## src/rtl/pe_pkg.sv

```systemverilog
// Shared definitions for the PE traffic generator: NIC register map,
// packet field positions and the control FSM state encoding.
// No logic; imported by pe_pkt_build and pe_traffic_gen.
package pe_pkg;

    localparam int PKT_W = 64;

    // NIC register select values
    localparam logic [1:0] NIC_ADDR_IN_BUF   = 2'b00;
    localparam logic [1:0] NIC_ADDR_IN_STAT  = 2'b01;
    localparam logic [1:0] NIC_ADDR_OUT_BUF  = 2'b10;
    localparam logic [1:0] NIC_ADDR_OUT_STAT = 2'b11;

    // Packet field positions (LSB of each multi-bit field)
    localparam int PKT_VC_BIT   = 63;
    localparam int PKT_XDIR_BIT = 62;
    localparam int PKT_YDIR_BIT = 61;
    localparam int PKT_HOPX_LSB = 52;
    localparam int PKT_HOPY_LSB = 48;
    localparam int PKT_SRCX_LSB = 44;
    localparam int PKT_SRCY_LSB = 40;
    localparam int PKT_TAG_LSB  = 16;
    localparam int PKT_SEQ_LSB  = 0;

    localparam logic [15:0] PKT_TAG = 16'hC0DE;

    typedef enum logic [2:0] {
        ST_IDLE     = 3'd0,
        ST_POLL_RX  = 3'd1,
        ST_READ_RX  = 3'd2,
        ST_POLL_TX  = 3'd3,
        ST_WRITE_TX = 3'd4,
        ST_GAP      = 3'd5
    } state_t;

endpackage

```

## src/rtl/pe_pkt_build.sv

```systemverilog
// Purpose: formats one outgoing packet (routing header + tagged sequence payload).
// Latency: purely combinational. Backpressure: none; output follows inputs.
// Ports: dest_x/dest_y destination coords, seq sequence number, pkt formatted packet.
module pe_pkt_build
    import pe_pkg::*;
#(
    parameter int SRC_X = 0,
    parameter int SRC_Y = 0
) (
    input  logic [1:0]       dest_x,
    input  logic [1:0]       dest_y,
    input  logic [15:0]      seq,
    output logic [PKT_W-1:0] pkt
);

    localparam logic [1:0] SX = 2'(SRC_X);
    localparam logic [1:0] SY = 2'(SRC_Y);

    logic       x_pos;
    logic       y_pos;
    logic [1:0] hop_x;
    logic [1:0] hop_y;

    // Larger minus smaller keeps the 2-bit subtraction from wrapping.
    assign x_pos = (dest_x > SX);
    assign y_pos = (dest_y > SY);
    assign hop_x = x_pos ? (dest_x - SX) : (SX - dest_x);
    assign hop_y = y_pos ? (dest_y - SY) : (SY - dest_y);

    always_comb begin
        pkt                         = '0;
        pkt[PKT_VC_BIT]             = seq[0];
        pkt[PKT_XDIR_BIT]           = x_pos;
        pkt[PKT_YDIR_BIT]           = y_pos;
        pkt[PKT_HOPX_LSB +: 4]      = {2'b00, hop_x};
        pkt[PKT_HOPY_LSB +: 4]      = {2'b00, hop_y};
        pkt[PKT_SRCX_LSB +: 4]      = {2'b00, SX};
        pkt[PKT_SRCY_LSB +: 4]      = {2'b00, SY};
        pkt[PKT_TAG_LSB +: 16]      = PKT_TAG;
        pkt[PKT_SEQ_LSB +: 16]      = seq;
    end

endmodule

```

## src/rtl/pe_traffic_gen.sv

```systemverilog
// Purpose: PE stand-in that injects N packets to a fixed destination and drains all RX packets.
// Latency: one NIC access per cycle; RX read data appears on rx_data/rx_valid one cycle after the read.
// Backpressure: polls NIC output status and only writes when not full; RX polled before every TX attempt.
// Ports: clk/reset, enable + num_packets/dest_x/dest_y (run config), nic_* (NIC register bus),
//        tx_count/rx_count/rx_data/rx_valid/done (status).
module pe_traffic_gen
    import pe_pkg::*;
#(
    parameter int PACKET_WIDTH = 64,
    parameter int SRC_X        = 0,
    parameter int SRC_Y        = 0,
    parameter int GAP_CYCLES   = 0
) (
    input  logic                    clk,
    input  logic                    reset,
    input  logic                    enable,
    input  logic [15:0]             num_packets,
    input  logic [1:0]              dest_x,
    input  logic [1:0]              dest_y,
    output logic [1:0]              nic_addr,
    output logic [PACKET_WIDTH-1:0] nic_d_in,
    input  logic [PACKET_WIDTH-1:0] nic_d_out,
    output logic                    nic_en,
    output logic                    nic_en_wr,
    output logic [15:0]             tx_count,
    output logic [15:0]             rx_count,
    output logic [PACKET_WIDTH-1:0] rx_data,
    output logic                    rx_valid,
    output logic                    done
);

    localparam logic [7:0] GAP_LAST = 8'((GAP_CYCLES > 0) ? (GAP_CYCLES - 1) : 0);
    localparam bit         USE_GAP  = (GAP_CYCLES > 0);

    state_t      state;
    state_t      state_n;
    logic [15:0] np_q;
    logic [1:0]  dx_q;
    logic [1:0]  dy_q;
    logic [7:0]  gap_cnt;
    logic        tx_done;
    logic [PKT_W-1:0] tx_pkt;

    pe_pkt_build #(
        .SRC_X (SRC_X),
        .SRC_Y (SRC_Y)
    ) u_pkt_build (
        .dest_x (dx_q),
        .dest_y (dy_q),
        .seq    (tx_count),
        .pkt    (tx_pkt)
    );

    assign tx_done = (tx_count == np_q);
    assign done    = (state != ST_IDLE) && tx_done;

    // Next state and NIC bus. Poll states issue no access once enable drops,
    // so an abort never touches the NIC again.
    always_comb begin
        state_n   = state;
        nic_en    = 1'b0;
        nic_en_wr = 1'b0;
        nic_addr  = NIC_ADDR_IN_BUF;
        nic_d_in  = '0;
        case (state)
            ST_IDLE: begin
                if (enable) state_n = ST_POLL_RX;
            end
            ST_POLL_RX: begin
                if (!enable) begin
                    state_n = ST_IDLE;
                end else begin
                    nic_en   = 1'b1;
                    nic_addr = NIC_ADDR_IN_STAT;
                    state_n  = nic_d_out[0] ? ST_READ_RX : ST_POLL_TX;
                end
            end
            ST_READ_RX: begin
                nic_en   = 1'b1;
                nic_addr = NIC_ADDR_IN_BUF;
                state_n  = enable ? ST_POLL_TX : ST_IDLE;
            end
            ST_POLL_TX: begin
                if (!enable) begin
                    state_n = ST_IDLE;
                end else if (tx_done) begin
                    state_n = ST_POLL_RX;
                end else begin
                    nic_en   = 1'b1;
                    nic_addr = NIC_ADDR_OUT_STAT;
                    state_n  = nic_d_out[0] ? ST_POLL_RX : ST_WRITE_TX;
                end
            end
            ST_WRITE_TX: begin
                nic_en    = 1'b1;
                nic_en_wr = 1'b1;
                nic_addr  = NIC_ADDR_OUT_BUF;
                nic_d_in  = tx_pkt;
                if (!enable)      state_n = ST_IDLE;
                else if (USE_GAP) state_n = ST_GAP;
                else              state_n = ST_POLL_RX;
            end
            ST_GAP: begin
                if (!enable)                  state_n = ST_IDLE;
                else if (gap_cnt == GAP_LAST) state_n = ST_POLL_RX;
            end
            default: state_n = ST_IDLE;
        endcase
    end

    always_ff @(posedge clk) begin
        if (reset) begin
            state    <= ST_IDLE;
            np_q     <= '0;
            dx_q     <= '0;
            dy_q     <= '0;
            gap_cnt  <= '0;
            tx_count <= '0;
            rx_count <= '0;
            rx_data  <= '0;
            rx_valid <= 1'b0;
        end else begin
            state    <= state_n;
            rx_valid <= 1'b0;
            case (state)
                ST_IDLE: begin
                    // Counters hold while idle and clear only on a fresh start.
                    if (enable) begin
                        np_q     <= num_packets;
                        dx_q     <= dest_x;
                        dy_q     <= dest_y;
                        tx_count <= '0;
                        rx_count <= '0;
                    end
                end
                ST_READ_RX: begin
                    rx_data  <= nic_d_out;
                    rx_count <= rx_count + 16'd1;
                    rx_valid <= 1'b1;
                end
                ST_WRITE_TX: begin
                    tx_count <= tx_count + 16'd1;
                    gap_cnt  <= '0;
                end
                ST_GAP: begin
                    gap_cnt <= gap_cnt + 8'd1;
                end
                default: ;
            endcase
        end
    end

endmodule

```

## config.mk

```make
export PLATFORM = sky130hd
export DESIGN_NAME = pe_traffic_gen
export DESIGN_NICKNAME = d
export VERILOG_FILES = /design/src/rtl/pe_pkg.sv /design/src/rtl/pe_pkt_build.sv /design/src/rtl/pe_traffic_gen.sv
export SDC_FILE = /design/constraint.sdc
export NUM_CORES = 1
export LEC_CHECK = 0
export CORE_MARGIN = 2
export CORE_UTILIZATION = 44
export CTS_BUF_LIST = sky130_fd_sc_hd__clkbuf_4
export DETAILED_ROUTE_END_ITERATION = 7
export HOLD_SLACK_MARGIN = 0.06
export PLACE_DENSITY = 0.91
export SLEW_MARGIN = 20
export SYNTH_ARGS = -nofsm -noshare
export SYNTH_HDL_FRONTEND = slang
export SYNTH_SLANG_ARGS = --single-unit
```

## constraint.sdc

```tcl
create_clock -name clk -period 2.2 [get_ports clk]
set_input_delay 0.44 -clock clk [delete_from_list [all_inputs] [get_ports clk]]
set_output_delay 0.44 -clock clk [all_outputs]
set_load 0.005 [all_outputs]
```

# Word level (Yosys, flattened, before mapping)
# Index checks and enable logic that the tools add are counted.
[word_totals] register_bits=128 inputBits=87 out_inout_bits=166
[classes] addsub=5 magnitude_cmp=2 n_eq_ne=8 muxes=28 reduce_logical=12
[op_table] cell="64-bit two-way mux" count=1
[op_table] cell="16-bit case mux with 2 select lines" count=2
[op_table] cell="16-bit by 1-bit adder with 16-bit output, second input constant" count=2
[op_table] cell="3-bit two-way mux" count=6
[op_table] cell="3-bit case mux with 6 select lines" count=1
[op_table] cell="16-bit equality test" count=1
[op_table] cell="16-bit two-way mux" count=1
[op_table] cell="8-bit case mux with 2 select lines" count=1
[op_table] cell="2-bit two-way mux" count=6
[op_table] cell="8-bit by 1-bit adder with 8-bit output, second input constant" count=1
[op_table] cell="8-bit logical NOT" count=1
[op_table] cell="1-bit two-way mux" count=8
[op_table] cell="2-bit AND reduction" count=4
[op_table] cell="3-bit by 2-bit equality test with 1-bit output, second input constant" count=2
[op_table] cell="3-bit equality test, second input constant" count=2
[op_table] cell="2-bit case mux with 3 select lines" count=1
[op_table] cell="2-bit nonzero test" count=3
[op_table] cell="2-bit by 1-bit greater-than comparator with 1-bit output, second input constant" count=2
[op_table] cell="1-bit by 2-bit subtractor with 2-bit output, first input constant" count=2
[op_table] cell="3-bit by 1-bit equality test with 1-bit output, second input constant" count=1
[op_table] cell="3-bit logical NOT" count=1
[op_table] cell="3-bit != test, second input constant" count=1
[op_table] cell="1-bit case mux with 3 select lines" count=1
[op_table] cell="3-bit nonzero test" count=1
[op_table] cell="other kinds (3)" count=3

# Logic depth before layout (Yosys ltp)
[logic_depth] depth_word=4 mapped_depth=8 ltp_nobuf=6

# Hierarchy
# A second synthesis with hierarchy kept.
[hier_totals] cells_unflattened=824 area_unflattened_um2=6334.8
[by_module_without_submodules] module="pe_traffic_gen" n_inst=1 cells_each=750 area_per_inst_um2=5784.3 seq_area_each_um2=2562.5
[by_module_without_submodules] module="pe_pkt_build" n_inst=1 cells_each=74 area_per_inst_um2=550.5 seq_area_each_um2=0.0

# Worst setup path after synthesis
# OpenSTA, ideal clock, no wires.
[synth_timing] kind="register -> output" startpoint="register state[0]" endpoint="output port nic_d_in[10]" t_arrival_ps=1604 t_required_ps=1760 setup_slack_ps=156 path_stages_with_launch=7 path_cell_list="dfxtp_1 -> buf_6 -> or3b_1 -> buf_2 -> inv_2 -> clkbuf_1 -> and2_1"
[synth_via] elab_chain_len=2
[synth_lines] element="start, declared" line_no="pe_traffic_gen.sv:35" source="state_t state;"
[synth_lines] element="start signal, assigned" line_no="pe_traffic_gen.sv:123" source="state <= state_n;"
[synth_lines] element="3-bit equality test" line_no="pe_traffic_gen.sv:65" source="case (state)"
[synth_lines] element="64-bit two-way mux" line_no="pe_traffic_gen.sv:65"
[synth_lines] element="end, declared" line_no="pe_traffic_gen.sv:21" source="output logic [PACKET_WIDTH-1:0] nic_d_in,"
# Every way passes these cells.

# Final worst setup path
[layout_timing] startpoint="register tx_count[11]" endpoint="output port done"
[layout_via] elab_chain_len=2
[layout_lines] element="start, declared" line_no="pe_traffic_gen.sv:25" source="output logic [15:0] tx_count,"
[layout_lines] element="start signal, assigned" line_no="pe_traffic_gen.sv:142" source="tx_count <= tx_count + 16'd1;"
[layout_lines] element="16-bit equality test" line_no="pe_traffic_gen.sv:54" source="assign tx_done = (tx_count == np_q);"
[layout_lines] element="1-bit logical AND" line_no="pe_traffic_gen.sv:55" source="assign done = (state != ST_IDLE) && tx_done;"
[layout_lines] element="end, declared" line_no="pe_traffic_gen.sv:29" source="output logic done"
# Every way passes these cells.

==> flow_summary.toml <==
[outcome]
status = "complete, but fails checks"
failed_checks = "setup timing"

[worst_setup_path]
worstPathMaxFanout = 4
cpMaxStageDelayCell = "dfxtp_2"
slowest_delay_ns = 0.36
critPathRequiredTime_ns = 1.76
crit_path_cell_trace = "xnor2_2, nand4_1, nor4_4, buf_4, buf_6, o31a_1, buf_2"
path_class = "register to output pin"
arrival_ns = 2.17
crit_path_end_kind = "output pin"
critPathLaunchType = "register"

[clock_tree]
cts_made_buffers = 17
cts_tree = "yes"
clock_sinks = 128
hold_buffers = 0
h-tree-depth = 4
root_buffer = "clkbuf_4"
cts.path.max_buffers = 2
clk_pin_slew_worst_paths_ns = 0.11
insertion_delay_ns = 0.56

[sta]
max_freq_mhz = 383
drv_slew = 0
fin_crit_sh_pct = 119
finClkSkew_ns = 0.0181
rsz0062_at_grt = "yes"
tightest_slew_ns = 0.589
layout_min_cycle_time_ns = 2.61
layout_setup_ws_ns = -0.413
relSlewSlack_pct = 60.7
setup_viol = 30
finalHoldViolations = 0

[placement]
gp_congestion = 0.863
io_buffers = 219
post-place-ws_ns = -0.169
dpl.hpwl_mm = 11.9

[yosys]
synth_xor_xnor_area_share_pct = 2.52
ys_top_cells_by_count = "nand2_1, dfxtp_1, a21oi_1"
synth_top_family_by_area = "simple AND/OR/NAND/NOR gates"
synth_area_leaders = "dfxtp_1, nand2_1, a21oi_1, buf_4, xnor2_1"
synth-seq-cells = 128
synth_edf_count = 0
yosysTopAreaCell = "dfxtp_1"
netlist_area_mm2 = 0.00592
synth-compound-area-share_pct = 15.5
synth.area.mux_share_pct = 1.63
async_reset_ff_share_pct = 0
syn_avg_cell_area_um2 = 7.75
synthAdderAreaFrac_pct = 1.27
yosys_warnings = 0
yosysUniqueCellTypes = 52
yosysMostFrequentCell = "nand2_1"
yosys.area_share.simple_pct = 25.6
seq_area_frac_synth_pct = 43.3
syn_inst = 763
yosys_most_used_dff = "dfxtp_1"
yosysTopAreaCellShare_pct = 43.3

[routing]
vias = 6209
drt-wirelength-per-cell_um = 15.5
wirelength_mm = 18.5
ant_nets = 0
drt_first_pass_iters = 5
route.detailed.drc = 0
vias_per_cell = 5.20
drt-initial-drc-count = 456

[floorplan]
die_h_um = 120
num_rows = 42
core_area_mm2 = 0.0132
initial_core_util_pct = 44.8
fp.dieArea_mm2 = 0.0144
fp.dieW_um = 120
io_pins = 253

[hold_path]
hp-class = "primary input to register"

[cells_and_area]
final_nets = 1099
antenna_cells = 0
drive_above_1_share_pct = 18.9
final_util_pct = 68.3
area_growth_pct = 52.2

[global_routing]
grt_max_degree = 76
antenna_found_initial = 0
gr-usage-met1_pct = 28.9
use_met2_pct = 41.7
top_usage_layer = "met2"
first_global_vias = 5745
grt_overflow = 0
track_usage_pct = 24.6
grtUsageMet3_pct = 7.65
grt_pass1_wl_mm = 28.4

[power_and_ir_drop]
p_switching_mw = 1.17
pwr-share-comb_pct = 12.4
power.density_mw_per_mm2 = 516
power_frac_seq_pct = 51.8
power_leakage_nw = 3.32
clockPowerShare_pct = 35.8
internal_power_mw = 3.47
power.share.switching_pct = 25.2
vdd_drop_max_mv = 0.482

[flow_run]
maxCapViolations = 0
layout make-up:
class	count	area, um2
Fill cell	994	4190
Inverter	12	50.0
Clock buffer	19	143
Multi-Input combinational cell	559	3030
Tap cell	176	220
Clock inverter	13	145
Timing Repair Buffer	288	2840
Sequential cell	128	2580
routing by layer:
layer | wire, um | part of all wire (%)
met5 | 0 | 0
met4 | 561 | 3.0
met3 | 1230 | 6.6
met2 | 9490 | 51
met1 | 7240 | 39
power by group through the flow:
| stage | logic [mW] | clock network, mW | registers [mW] |
|---|---|---|---|
| 2_1_floorplan | 0.267 | 0 | 2.45 |
| 6_report | 0.574 | 1.66 | 2.41 |
| 5_1_grt | 0.623 | 1.79 | 2.42 |
| 3_5_place_dp | 0.535 | 0 | 2.45 |
| 4_1_cts | 0.551 | 1.69 | 2.40 |
| 3_3_place_gp | 0.518 | 0 | 2.45 |
cell families after synthesis:
group,Yosys count
flops,128
fa+ha+maj,6
simple gates,329
compound gates,165
xor+xnor,17
buf+inv,108
mux,9
other cells,1
worst max-delay path, delay by kind of cell, from the launching register on:
kind / cells / cell delay, ns
buffers and inverters: 3 / 0.39
and+or+nand+nor: 2 / 0.55
DFF: 1 / 0.36
xor gates and xnor gates: 1 / 0.21
AOI/OAI and AO/OA: 1 / 0.11
through the flow:
step	area [um2]	std cells	setup TNS [ns]	hold slack [ns]	total power, mW
2_1_floorplan	6040	795	0	0.436	2.72
3_3_place_gp	8260	1132	-1.58	0.440	2.97
3_5_place_dp	8260	1132	-2.92	0.445	2.99
4_1_cts	8780	1184	-7.24	0.331	4.64
5_1_grt	9000	1195	-7.89	0.359	4.83
6_report	9000	1195	-5.67	0.355	4.64
final timing paths:
| path | from | end | slack (ns) | cells after the start |
|---|---|---|---|---|
| setup reg to reg | state[2] | rx_count[7] | 0.11 | 6 |
| hold / removal | reset | rx_valid | 0.35 | 2 |
| setup / recovery | tx_count[11] | done | -0.41 | 7 |
| hold reg to reg | rx_data[15] | rx_data[15] | 0.46 | 2 |
state kept, by name, indices dropped and copies added (netlist names):
name,flops
state,3
rx_data,64
rx_valid,1
gap_cnt,8
tx_count,16
rx_count,16
np_q,16
dx_q,2
dy_q,2
layout by cell type (no fill, tap or decap), drive strengths merged, types with 4 or more instances in the layout:
cell,count
nand2,194
clkdlybuf4s50,182
dfxtp,128
a21oi,116
buf,103
nor2,35
conb,33
clkbuf,22
o21ai,18
and2,17
xnor2,17
nand3,16
nand4,13
inv,11
or3,7
nor3,7
clkinv,7
nand3b,6
ha,6
nor4,6
and3,5
or4,5
mux2,5
o31a,4
a31oi,4
clkinvlp,4
mux2i,4
a311oi,4
or3b,4
what timing repair did:
action	in CTS	in global routing
cloned	2	2
pin swaps	8	13
endpoints found under the setup margin	36	37
buffers inserted	18	14
hold endpoints to repair	0	0
gates resized for setup	160	70
No activity file was read; power rests on OpenSTA's default activity.
